### src/rtl/srm_pkg.sv
// Shared instruction-set constants for the fetch unit and its decoder.
// Field positions are given as bit indices into the 16-bit instruction word.
package srm_pkg;

  localparam int INSTR_W = 16;

  localparam logic [2:0] OP_MOV  = 3'b110;
  localparam logic [2:0] OP_ALU  = 3'b101;
  localparam logic [2:0] OP_HALT = 3'b111;

  localparam logic [1:0] RSEL_RM = 2'b00;
  localparam logic [1:0] RSEL_RD = 2'b01;
  localparam logic [1:0] RSEL_RN = 2'b10;

  localparam int OPC_MSB  = 15;
  localparam int OPC_LSB  = 13;
  localparam int ALU_MSB  = 12;
  localparam int ALU_LSB  = 11;
  localparam int RN_MSB   = 10;
  localparam int RN_LSB   = 8;
  localparam int RD_MSB   = 7;
  localparam int RD_LSB   = 5;
  localparam int SH_MSB   = 4;
  localparam int SH_LSB   = 3;
  localparam int RM_MSB   = 2;
  localparam int RM_LSB   = 0;
  localparam int IMM8_MSB = 7;
  localparam int IMM5_MSB = 4;

  typedef struct packed {
    logic [2:0] opcode;
    logic [1:0] alu_op;
    logic [1:0] shift_op;
  } dec_ctl_t;

endpackage

### src/rtl/instr_decoder.sv
// Purely combinational split of the instruction register into controller fields,
// register-address steering and sign-extended immediates.
module instr_decoder
  import srm_pkg::*;
(
  input  logic [INSTR_W-1:0]        ir,
  input  logic [1:0]                reg_sel,
  output logic [2:0]                opcode,
  output logic [1:0]                ALU_op,
  output logic [1:0]                shift_op,
  output logic [2:0]                r_addr,
  output logic signed [INSTR_W-1:0] imm8_sx,
  output logic signed [INSTR_W-1:0] imm5_sx
);

  dec_ctl_t ctl;

  function automatic logic signed [INSTR_W-1:0] sx8(input logic [IMM8_MSB:0] v);
    return {{(INSTR_W-IMM8_MSB-1){v[IMM8_MSB]}}, v};
  endfunction

  function automatic logic signed [INSTR_W-1:0] sx5(input logic [IMM5_MSB:0] v);
    return {{(INSTR_W-IMM5_MSB-1){v[IMM5_MSB]}}, v};
  endfunction

  assign ctl.opcode   = ir[OPC_MSB:OPC_LSB];
  assign ctl.alu_op   = ir[ALU_MSB:ALU_LSB];
  assign ctl.shift_op = ir[SH_MSB:SH_LSB];

  assign opcode   = ctl.opcode;
  assign ALU_op   = ctl.alu_op;
  assign shift_op = ctl.shift_op;

  assign imm8_sx = sx8(ir[IMM8_MSB:0]);
  assign imm5_sx = sx5(ir[IMM5_MSB:0]);

  // The reserved select code reads as register 0 rather than leaving the port undefined.
  always_comb begin
    r_addr = 3'd0;
    case (reg_sel)
      RSEL_RM: r_addr = ir[RM_MSB:RM_LSB];
      RSEL_RD: r_addr = ir[RD_MSB:RD_LSB];
      RSEL_RN: r_addr = ir[RN_MSB:RN_LSB];
      default: r_addr = 3'd0;
    endcase
  end

endmodule

### src/rtl/instr_fetch_unit.sv
// Instruction fetch front end: requests words from instruction memory, latches them
// in the IR, pulses start to the controller and waits for it to become idle again.
module instr_fetch_unit
  import srm_pkg::*;
#(
  parameter int PC_W        = 8,
  parameter int RESET_PC    = 0,
  parameter int MEM_TIMEOUT = 15
) (
  input  logic                      clk,
  input  logic                      rst,
  output logic [PC_W-1:0]           mem_addr,
  output logic                      mem_rd,
  input  logic [INSTR_W-1:0]        mem_rdata,
  input  logic                      mem_valid,
  input  logic                      waiting,
  input  logic [1:0]                reg_sel,
  output logic                      start,
  output logic [2:0]                opcode,
  output logic [1:0]                ALU_op,
  output logic [1:0]                shift_op,
  output logic [2:0]                r_addr,
  output logic signed [INSTR_W-1:0] imm8_sx,
  output logic signed [INSTR_W-1:0] imm5_sx,
  output logic                      halted,
  output logic                      fault
);

  localparam int CNT_W = $clog2(MEM_TIMEOUT + 1);
  localparam logic [CNT_W-1:0] TIMEOUT_C = CNT_W'(MEM_TIMEOUT);
  localparam logic [PC_W-1:0]  PC_INIT   = PC_W'(RESET_PC);

  localparam logic [2:0] S_FETCH = 3'd0;
  localparam logic [2:0] S_ISSUE = 3'd1;
  localparam logic [2:0] S_BUSY  = 3'd2;
  localparam logic [2:0] S_HALT  = 3'd3;
  localparam logic [2:0] S_FAULT = 3'd4;

  logic [2:0]         state_q, state_d;
  logic [PC_W-1:0]    pc_q, pc_d;
  logic [INSTR_W-1:0] ir_q, ir_d;
  logic [CNT_W-1:0]   cnt_q, cnt_d;

  always_comb begin
    state_d = state_q;
    pc_d    = pc_q;
    ir_d    = ir_q;
    cnt_d   = cnt_q;
    case (state_q)
      S_FETCH: begin
        if (mem_valid) begin
          ir_d    = mem_rdata;
          pc_d    = pc_q + PC_W'(1);
          cnt_d   = '0;
          state_d = (mem_rdata[OPC_MSB:OPC_LSB] == OP_HALT) ? S_HALT : S_ISSUE;
        end else begin
          cnt_d = cnt_q + CNT_W'(1);
          if (cnt_d == TIMEOUT_C) state_d = S_FAULT;
        end
      end
      S_ISSUE: state_d = S_BUSY;
      // A controller that never dropped waiting still releases us here; start is not re-issued.
      S_BUSY:  if (waiting) state_d = S_FETCH;
      S_HALT:  state_d = S_HALT;
      S_FAULT: state_d = S_FAULT;
      default: state_d = S_FETCH;
    endcase
  end

  always_ff @(posedge clk) begin
    if (rst) begin
      state_q <= S_FETCH;
      pc_q    <= PC_INIT;
      ir_q    <= '0;
      cnt_q   <= '0;
    end else begin
      state_q <= state_d;
      pc_q    <= pc_d;
      ir_q    <= ir_d;
      cnt_q   <= cnt_d;
    end
  end

  // Control outputs are masked while rst is held so nothing leaks during the reset cycle.
  assign mem_addr = pc_q;
  assign mem_rd   = (state_q == S_FETCH) && !rst;
  assign start    = (state_q == S_ISSUE) && !rst;
  assign halted   = (state_q == S_HALT)  && !rst;
  assign fault    = (state_q == S_FAULT) && !rst;

  instr_decoder u_dec (
    .ir       (ir_q),
    .reg_sel  (reg_sel),
    .opcode   (opcode),
    .ALU_op   (ALU_op),
    .shift_op (shift_op),
    .r_addr   (r_addr),
    .imm8_sx  (imm8_sx),
    .imm5_sx  (imm5_sx)
  );

endmodule

### config.mk
export PLATFORM = sky130hd
export DESIGN_NAME = instr_fetch_unit
export DESIGN_NICKNAME = d
export VERILOG_FILES = /design/src/rtl/srm_pkg.sv /design/src/rtl/instr_decoder.sv /design/src/rtl/instr_fetch_unit.sv
export SDC_FILE = /design/constraint.sdc
export NUM_CORES = 1
export LEC_CHECK = 0
export BUFFER_PORTS_ARGS = -buffer_cell sky130_fd_sc_hd__buf_2
export CORE_ASPECT_RATIO = 1.2
export CORE_MARGIN = 2
export CORE_UTILIZATION = 49
export CTS_BUF_LIST = sky130_fd_sc_hd__clkbuf_8
export DETAILED_ROUTE_END_ITERATION = 8
export PLACE_DENSITY = 0.9
export SLEW_MARGIN = 25
export SYNTH_ARGS = -nofsm -noshare
export SYNTH_HDL_FRONTEND = slang
export SYNTH_SLANG_ARGS = --single-unit
### constraint.sdc
create_clock -name clk -period 2.17 [get_ports clk]
set_clock_uncertainty 0.1 [all_clocks]
set_input_delay 0.434 -clock clk [delete_from_list [all_inputs] [get_ports clk]]
set_output_delay 0.434 -clock clk [all_outputs]
set_load 0.02 [all_outputs]
Word level (Yosys, flattened, before mapping)
Index checks and enable logic that the tools add are counted.
Operators by class
  add/subtract/negate cells: 2
  equal/unequal tests: 10
  mux-type cells: 7
  reduce and logical (&&, ||, !) cells: 9
Operator list (number)
  $pmux W3 S5: 1
  $mux W3: 3
  $pmux W3 S3: 1
  $add A8 B1 Y8 const B: 1
  $eq A3 B2 Y1 const B: 2
  $eq A3 B3 Y1 const B: 2
  $add A4 B1 Y4 const B: 1
  $eq A4 B4 Y1 const B: 1
  $logic_and A1 B1 Y1: 4
  $mux W4: 1
  $reduce_and A2 Y1: 2
  $eq A3 B1 Y1 const B: 1
  $logic_not A3 Y1: 1
  $ne A3 B3 Y1 const B: 1
  $eq A2 B1 Y1 const B: 1
  $eq A2 B2 Y1 const B: 1
  $logic_not A2 Y1: 1
  $mux W2: 1
  $ne A2 B2 Y1 const B: 1
  $logic_not A1 Y1: 1
Word-level totals
  flip-flop bits (word level): 31
  bits of input ports: 22
  output and inout bits: 54
  word-level logic and storage cells: 32

Logic depth before layout (Yosys ltp)
Gate-level depths: netlist of run 1.
  depth in word-level cells: 5
  gate-level depth with buffers: 6
  mapped depth without buffers: 6

By module
Synthesis of run 1 repeated with hierarchy kept, for this count alone.
Second synthesis, totals
  cells, all modules: 210
  area, all modules: 1709.1 µm²
Modules (own cells, without submodules)
  instr_fetch_unit: instances 1, cells an instance 164, area each 1353.8 µm², seq. area each 620.6 µm²
  instr_decoder: instances 1, cells an instance 46, area each 355.3 µm², seq. area each 0.0 µm²

Least setup slack after synthesis of run 1
OpenSTA, ideal clock, no wires.
  path kind: register to output
  start point: reg state_q[0]
  end point: out halted
  arrival time: 1.329 ns
  data required time: 1.636 ns
  path slack: 0.307 ns
  stages on the path, launching flop included: 3
  buffers on the path: 1
  cells stage by stage: dfxtp_1 -> clkbuf_1 -> nor4bb_1
On the way
  longest elaborated chain between the ends: 2
Ends and longest elaborated chain
  start, declared: RTL line instr_fetch_unit.sv:39  | logic [2:0] state_q, state_d;
  start signal, assigned: RTL line instr_fetch_unit.sv:77  | state_q <= state_d;
  $eq A3 B2 Y1: RTL line instr_fetch_unit.sv:88  | assign halted = (state_q == S_HALT) && !rst;
  $logic_and A1 B1 Y1: RTL line instr_fetch_unit.sv:88
  end, declared: RTL line instr_fetch_unit.sv:25  | output logic halted,
Every way passes these cells.

Worst setup path after layout of run 1
  start point: reg state_q[1]
  end point: out mem_rd
On the way
  longest elaborated chain between the ends: 2
Ends and longest elaborated chain
  $logic_not A3 Y1: RTL line instr_fetch_unit.sv:86  | assign mem_rd = (state_q == S_FETCH) && !rst;
  $logic_and A1 B1 Y1: RTL line instr_fetch_unit.sv:86
  end, declared: RTL line instr_fetch_unit.sv:13  | output logic mem_rd,
Every way passes these cells.

==> results of run 1 <==
==> per-layer routing <==
| layer | routed length [um] | vias up |
|---|---|---|
| met1 | 1480 | 666 |
| met2 | 1790 | 61 |
| met4 | 8 | 0 |
| met5 | 0 | - |
| li1 | - | 750 |
| met3 | 267 | 2 |
==> worst paths after layout <==
check	slack, ns	cells after the start	from	to
worst max-delay path	0.17	3	state_q[1]	mem_rd
worst min-delay path	0.29	3	mem_rdata[3]	ir_q[3]
worst max register to register	0.42	4	state_q[1]	mem_addr[6]
worst min register to register	0.35	2	ir_q[11]	ir_q[11]
==> layout make-up <==
cell class / count / area (um2)
fillers: 323 / 1450
multi-input cells: 129 / 759
flip-flops and latches: 31 / 621
repair buffers: 79 / 405
clock buffers: 5 / 68.8
well taps: 37 / 46.3
inverters: 3 / 11.3
clock inverters: 1 / 3.75
==> cells by family after synthesis <==
family,count (synthesis)
xor+xnor,8
compound gates,34
mux,3
flops,31
fa+ha+maj,3
simple gates,81
buf+inv,55
==> worst max-delay path, delay by kind of cell, from the launching register on <==
kind,cells,cell delay [ns]
buffers and inverters,1,0.17
and+or+nand+nor,2,0.57
DFF,1,0.46
==> power by group through the flow <==
stage / Clock, mW / Sequential [mW] / Combinational (mW)
2_1_floorplan: 0 / 0.645 / 0.265
3_3_place_gp: 0 / 0.651 / 0.291
3_5_place_dp: 0 / 0.653 / 0.296
4_1_cts: 0.415 / 0.641 / 0.297
5_1_grt: 0.441 / 0.648 / 0.329
6_report: 0.395 / 0.641 / 0.296
==> synthesized netlist by cell type <==
library cell and count:
nand3_1 1, nor3_1 4, dfxtp_1 31, nand4b_1 2, xnor2_1 5, nor4b_2 1, clkbuf_1 10, buf_4 39
a21oi_1 22, ha_1 3, mux2i_1 3, nor2_1 12, xor2_1 3, a31o_2 1, a31oi_1 3, buf_6 2
nor3b_1 2, a2111oi_0 2, and4b_1 1, inv_1 3, nor4b_1 2, nor4_1 1, o21ai_0 5, buf_2 1
and3_1 1, nand4bb_1 1, nand4_1 3, a221oi_1 1, nor2b_1 2, or4b_4 1, or3_1 1, nor4bb_1 1
nor4_4 1, nand2_1 43, nand2b_1 1
==> registers in the layout, indices dropped and copies added, names as in the netlist <==
name and count:
mem_addr 8, ir_q 16, state_q 3, cnt_q 4
==> results.cfg, run 1 <==
[timing]
report.final.setup_viol = 0
worst_pin_slew_ns = 0.489
fmax_mhz = 499
hold_ws_ns = 0.292
period_minus_slack_ns = 2.00
post-route-period-util_pct = 92.3
finalMaxSlewViolations = 0
grt_setup_unrepaired = no
max_slew_margin_pct = 67.4
worst_slack_ns = 0.167
hold_viol = 0
tns_ns = 0

[yosys]
synth_top_area_share_pct = 35.8
ys_seq_area_share_pct = 35.8
synth_top_family_by_area = simple AND/OR/NAND/NOR gates
synth_compound_area_share_pct = 10.9
yosys_warnings = 0
ys_ff_latch = 31
synthMuxAreaShare_pct = 1.73
synthDistinctLibCells = 35
synth_area_leader_cell = dfxtp_1
synth_nets = 240
netlist_area_um2 = 1740
synth.area.top_cells = dfxtp_1 36%, buf_4 17%, nand2_1 9.3%
synth-adder-area-share_pct = 2.16
synthSimpleGateAreaFrac_pct = 24.2
synth_xor_area_share_pct = 4.04
syn_avg_cell_area_um2 = 8.07
synthCells = 215

[global_routing]
grt_use_met3_pct = 6.72
grt_remaining_overflow = 0
met1_usage_pct = 20.4
use_met2_pct = 33.0
grt-busiest-layer = met2
grt_max_degree = 20
antenna_found_initial = 0
grt_pass1_vias = 1399
track_usage_pct = 18.9
grt_pass1_wl_um = 6020

[floorplan]
ios = 76
die_h_um = 69.2
coreArea_um2 = 3370
rows = 23
initial_core_util_pct = 51.5
die-area_um2 = 4040
die_x_um = 58.3

[setup_path]
crit_fanout = 13
required_ns = 1.64
crit_chain = or3_4, nor2_1, buf_2
max_stage_delay_ns = 0.48
crit_path_top_delay_cell = or3_4
crit_type = reg -> out
cp-start-kind = flip-flop
arrival_ns = 1.47
end_kind = output port

[placed_design]
dpl_cell_area_um2 = 1840
dp_hpwl_um = 2550
post-place-ws_ns = 0.321
place.gp.congestion = 0.928
placed_cells = 279
port-buffer-count = 75

[clocking]
clk_path_buf_depth = 2
cts_buffers = 5
cts.sinks = 31
cts.repair.resized = 0
hold_buffers = 0
tritoncts = built
htreeDepth = 2
postCtsSetupRepairBufs = 0
cts_root_buf = clkbuf_8
cts.clk_slew.worst_paths_ns = 0.06
insertion_delay_ns = 0.28

[route]
drtPass1Iterations = 4
vias_per_cell = 5.19
drc = 0
drtAntennaViolNets = 0
wl_um = 3550
wire_per_inst_um = 12.5
vias = 1479
drt_iter0_drc = 106

[finish]
drive_gt1_share_pct = 35.9
layout_commonest_cell = buf_2
final_util_pct = 56.9
final_nets = 274
fin_cells = 285
layout-area-overhead-vs-synth_pct = 10.4
stdcell_area_um2 = 1920
antenna_cells = 0
final_cell_mix = 75 x buf_2, 43 x nand2_1, 31 x dfxtp_1

[power]
power_frac_seq_pct = 48.1
switchingPower_mw = 0.409
power.total_mw = 1.33
p_comb_share_pct = 22.2
p_sw_share_pct = 30.7
p_leak_nw = 0.932
peakVddDrop_mv = 0.519
p_int_mw = 0.923
p_per_area_nw_per_um2 = 696
clockPowerShare_pct = 29.6

[hold_path]
hold_class = in -> reg

[run_status]
status = finished clean

[job]
cap_violations = 0
Power figures use the tool's default switching activity.
==> inputs of run 2 (changes only) <==
--- a/config.mk
+++ b/config.mk
@@ -11,6 +11,7 @@
 export CORE_UTILIZATION = 49
 export CTS_BUF_LIST = sky130_fd_sc_hd__clkbuf_8
 export DETAILED_ROUTE_END_ITERATION = 8
+export GPL_ROUTABILITY_DRIVEN = 0
 export PLACE_DENSITY = 0.9
 export SLEW_MARGIN = 25
 export SYNTH_ARGS = -nofsm -noshare
==> constraint.sdc (replaced) <==
create_clock -name clk -period 2.17 [get_ports clk]
set_clock_uncertainty 0.1 [all_clocks]
set_input_delay 0.217 -clock clk [delete_from_list [all_inputs] [get_ports clk]]
set_output_delay 0.217 -clock clk [all_outputs]
set_load 0.02 [all_outputs]
==> run 2 against run 1 <==
- clock-buffer cell count stayed put
- register-to-register slack worse by 0.13 ns
- via count is 3.2% lower
- combinational power hardly changed
- cell count is 0.35% lower
- critical path depth is 1 higher
- critical endpoint is now mem_addr[7]
==> results.cfg, run 2 (synthesis gave the netlist of run 1 again) <==
[setup_path]
max_stage_delay_ns = 0.72
r2r-start = state_q[0]
crit_chain = or4b_4, nor4_4, xnor2_1, nor2_1
crit_fanout = 19
required_ns = 2.21
cp-start-kind = flip-flop
crit_type = reg -> reg
end_kind = flip-flop
worst_r2r_endpoint = mem_addr[7]
rr_worst_depth = 4
arrival_ns = 1.92
r2r_slack_ns = 0.29
crit_path_top_delay_cell = or4b_4

[finish]
top_register = ir_q
antenna_cells = 0
final_nets = 273
final_cell_mix = 75 x buf_2, 43 x nand2_1, 31 x dfxtp_1
layout-area-overhead-vs-synth_pct = 9.66
layout_commonest_cell = buf_2
n_fill_cell = 327
drive_gt1_share_pct = 35.2
largest_register_ff_count = 16
final_util_pct = 56.5

[timing]
worst_pin_slew_ns = 0.601
post-route-period-util_pct = 86.7
period_minus_slack_ns = 1.88
fmax_mhz = 532
max_slew_margin_pct = 59.9
finalMaxSlewViolations = 0
report.final.setup_viol = 0
hold_viol = 0
tns_ns = 0
grt_setup_unrepaired = no

[floorplan]
rows = 23
die-area_um2 = 4040
die_x_um = 58.3
initial_core_util_pct = 51.5
coreArea_um2 = 3370
die_h_um = 69.2
ios = 76

[global_routing]
grt_pass1_wl_um = 5530
grt_remaining_overflow = 0
grt_max_degree = 36
grt_pass1_vias = 1296
track_usage_pct = 17.3
antenna_found_initial = 0

[hold_path]
hold_class = in -> reg
min_path_cells = 3
hp-start = mem_rdata[6]
hold_end = ir_q[6]

[power]
p_leak_nw = 0.928
p_per_area_nw_per_um2 = 697
peakVddDrop_mv = 0.474
power.total_mw = 1.33

[clocking]
cts.repair.resized = 0
hold_buffers = 0
clk_path_buf_depth = 2
cts_root_buf = clkbuf_8
cts.clk_slew.worst_paths_ns = 0.06
postCtsSetupRepairBufs = 0
tritoncts = built
insertion_delay_ns = 0.27
htreeDepth = 2
cts_buffers = 5
cts.sinks = 31

[route]
vias = 1432
vias_per_cell = 5.04
wire_per_inst_um = 11.9
drtAntennaViolNets = 0
wl_um = 3370
drtPass1Iterations = 4
drt_iter0_drc = 67
drc = 0

[placed_design]
dp_hpwl_um = 2410
port-buffer-count = 75

[run_status]
status = finished clean

[job]
cap_violations = 0
==> run 2: cell types whose count changed in the layout (fill, tap and decap cells not counted), sizes merged <==
cell / previous run / this run
buf: 79 / 78
==> run 2: how the worst max path moves through the flow <==
stage / startpoint / end / slack (ns) / cells after the start
5_1_grt: state_q[0] / mem_addr[6] / 0.21 / 4
3_5_place_dp: state_q[0] / mem_addr[7] / 0.29 / 4
2_1_floorplan: state_q[2] / mem_addr[7] / 0.49 / 6
3_3_place_gp: state_q[0] / mem_addr[7] / 0.34 / 4
4_1_cts: state_q[0] / mem_addr[7] / 0.28 / 4
6_report: state_q[0] / mem_addr[7] / 0.29 / 4
==> run 2: final cells by class <==
type | count | area (um2) | area share, %
Clock buffer | 5 | 68.8 | 3.62
Clock inverter | 1 | 3.75 | 0.197
Inverter | 3 | 11.3 | 0.592
Multi-Input combinational cell | 129 | 754 | 39.6
Sequential cell | 31 | 621 | 32.6
Tap cell | 37 | 46.3 | 2.43
Timing Repair Buffer | 78 | 398 | 20.9
==> run 2: per-layer routing <==
layer | track usage, % | vias up | routed length (um)
met1 | 19.6 | 629 | 1440
met3 | 5.97 | 5 | 231
met4 | 6.72 | 0 | 47
met5 | 0 | - | 0
met2 | 29.2 | 52 | 1650
li1 | - | 746 | -
==> run 2: critical path: cells and delay by family (launching register included) <==
kind | cells | cell delay (ns)
AND/OR/NAND/NOR | 3 | 1.07
flip-flops | 1 | 0.42
XOR/XNOR | 1 | 0.15
==> run 2: where the power goes <==
part	leakage (nW)	total, mW	internal (mW)	switching (mW)
logic	0.634	0.296	0.110	0.186
registers	0.253	0.635	0.602	0.0331
clock network	0.0413	0.395	0.208	0.187
==> run 2: per-stage QoR <==
stage	std cells	instance area (um2)	hold slack, ns	setup WS, ns
global route	284	1900	0.0792	0.207
CTS	284	1900	0.0735	0.285
global placement	278	1830	0.343	0.339
detailed placement	278	1830	0.351	0.295
finish	284	1900	0.0846	0.289
floorplan	215	1740	0.253	0.489
==> inputs of run 3 (changes only) <==
--- a/config.mk
+++ b/config.mk
@@ -6,7 +6,6 @@
 export NUM_CORES = 1
 export LEC_CHECK = 0
 export BUFFER_PORTS_ARGS = -buffer_cell sky130_fd_sc_hd__buf_2
-export CORE_ASPECT_RATIO = 1.2
 export CORE_MARGIN = 2
 export CORE_UTILIZATION = 49
 export CTS_BUF_LIST = sky130_fd_sc_hd__clkbuf_8
==> run 3 against run 2 <==
- total power up 13%
- sequential power is essentially flat
- clock power grew 45%
- cell count increased by 3.5%
- combinational power hardly changed
- sequential share of layout area decreased by 0.82 points
- critical endpoint unchanged
==> results.cfg, run 3 (synthesis gave the netlist of run 1 again) <==
[floorplan]
initial_core_util_pct = 51.6
ios = 76
die-area_um2 = 4030
coreArea_um2 = 3360
rows = 21
die_x_um = 63.5
die_h_um = 63.5

[clocking]
cts.repair.resized = 0
cts_root_buf = clkbuf_8
insertion_delay_ns = 0.28
cts.sinks = 31
tritoncts = built
clk_path_buf_depth = 2
htreeDepth = 2
hold_buffers = 0
cts_buffers = 5
cts.clk_slew.worst_paths_ns = 0.07
postCtsSetupRepairBufs = 0

[route]
wire_per_inst_um = 11.3
wl_um = 3340
drc = 0
drt_iter0_drc = 36
drtAntennaViolNets = 0
drtPass1Iterations = 4
vias_per_cell = 4.91
vias = 1444

[power]
p_per_area_nw_per_um2 = 768
p_comb_share_pct = 19.5
p_leak_nw = 0.943
power.total_mw = 1.50
clockPowerShare_pct = 38.1
p_int_mw = 1.08
p_sw_share_pct = 28.0
peakVddDrop_mv = 0.550
power_frac_seq_pct = 42.4
switchingPower_mw = 0.420

[global_routing]
grt_max_degree = 36
grt_pass1_wl_um = 5510
antenna_found_initial = 0
grt_pass1_vias = 1292
grt_remaining_overflow = 0
track_usage_pct = 17.1

[placed_design]
dp_hpwl_um = 2430
port-buffer-count = 75

[setup_path]
required_ns = 2.21
end_kind = flip-flop
critPathLaunch = state_q[0]
crit_type = reg -> reg
crit_path_top_delay_cell = or4b_4
arrival_ns = 1.91
cp-start-kind = flip-flop
max_stage_delay_ns = 0.72
crit_fanout = 19
r2r-start = state_q[0]
crit_chain = or4b_4, nor4_4, xnor2_1, nor2_1

[timing]
worst_pin_slew_ns = 0.595
hold_ws_ns = 0.0691
max_slew_margin_pct = 60.3
period_minus_slack_ns = 1.87
hold_viol = 0
post-route-period-util_pct = 86.1
report.final.setup_viol = 0
finalMaxSlewViolations = 0
grt_setup_unrepaired = no
tns_ns = 0
fmax_mhz = 535

[hold_path]
hp-start = mem_rdata[7]
hold_class = in -> reg

[finish]
final_cell_mix = 75 x buf_2, 43 x nand2_1, 31 x dfxtp_1
antenna_cells = 0
drive_gt1_share_pct = 35.9
final_nets = 272
layout_commonest_cell = buf_2
n_fill_cell = 336
top_register = ir_q
layout-area-overhead-vs-synth_pct = 12.5
largest_register_ff_count = 16

[run_status]
status = finished clean

[job]
cap_violations = 0
## run 3: cell types whose count changed in the layout (fill, tap and decap cells not counted), sizes merged
| cell | before | now |
|---|---|---|
| buf | 78 | 77 |
| bufinv | 0 | 1 |
| clkbuf | 5 | 6 |
| clkinv | 0 | 1 |
| inv | 4 | 3 |
## run 3: layout make-up
cell class	instances	area [um2]	area share, %
inverters	3	11.3	0.577
repair buffers	77	390	20.0
multi-input cells	129	754	38.7
clock inverters	2	35.0	1.79
well taps	46	57.6	2.95
clock buffers	6	82.6	4.23
flip-flops and latches	31	621	31.8
## run 3: path summary, 6_finish.rpt
kind,slack (ns),to,cells past startpoint
max,0.30,mem_addr[7],4
min,0.07,ir_q[7],3
max reg2reg,0.30,mem_addr[7],4
min reg2reg,0.36,ir_q[11],2
## run 3: power groups by stage
stage          registers [mW]  logic [mW]  clock network (mW)
6_report                0.635       0.293               0.571
5_1_grt                 0.642       0.320               0.609
4_1_cts                 0.635       0.296               0.590
3_5_place_dp            0.648       0.295                   0
3_3_place_gp            0.646       0.291                   0
2_1_floorplan           0.645       0.265                   0
## run 3: critical path: cells and delay by family, from the launching register on
kind	cells	cell delay, ns
xor+xnor	1	0.14
simple gates	3	1.07
flops	1	0.42
## run 3: stage by stage
stage | std cells | cell area [um2] | worst slack, ns | utilization [%]
after floorplan | 215 | 1740 | 0.489 | -
after global placement | 286 | 1830 | 0.350 | 54.5
after detailed placement | 286 | 1830 | 0.297 | 54.5
after CTS | 294 | 1950 | 0.290 | 58.0
after global routing | 294 | 1950 | 0.197 | 58.0
final | 294 | 1950 | 0.302 | 58.0
## run 3: layer usage
layer	part of all wire, %	GRT usage, %	vias up
met3	6.0	4.29	4
li1	-	-	744
met4	1.2	5.98	0
met1	43	19.4	652
met5	0	0	-
met2	50	30.9	44
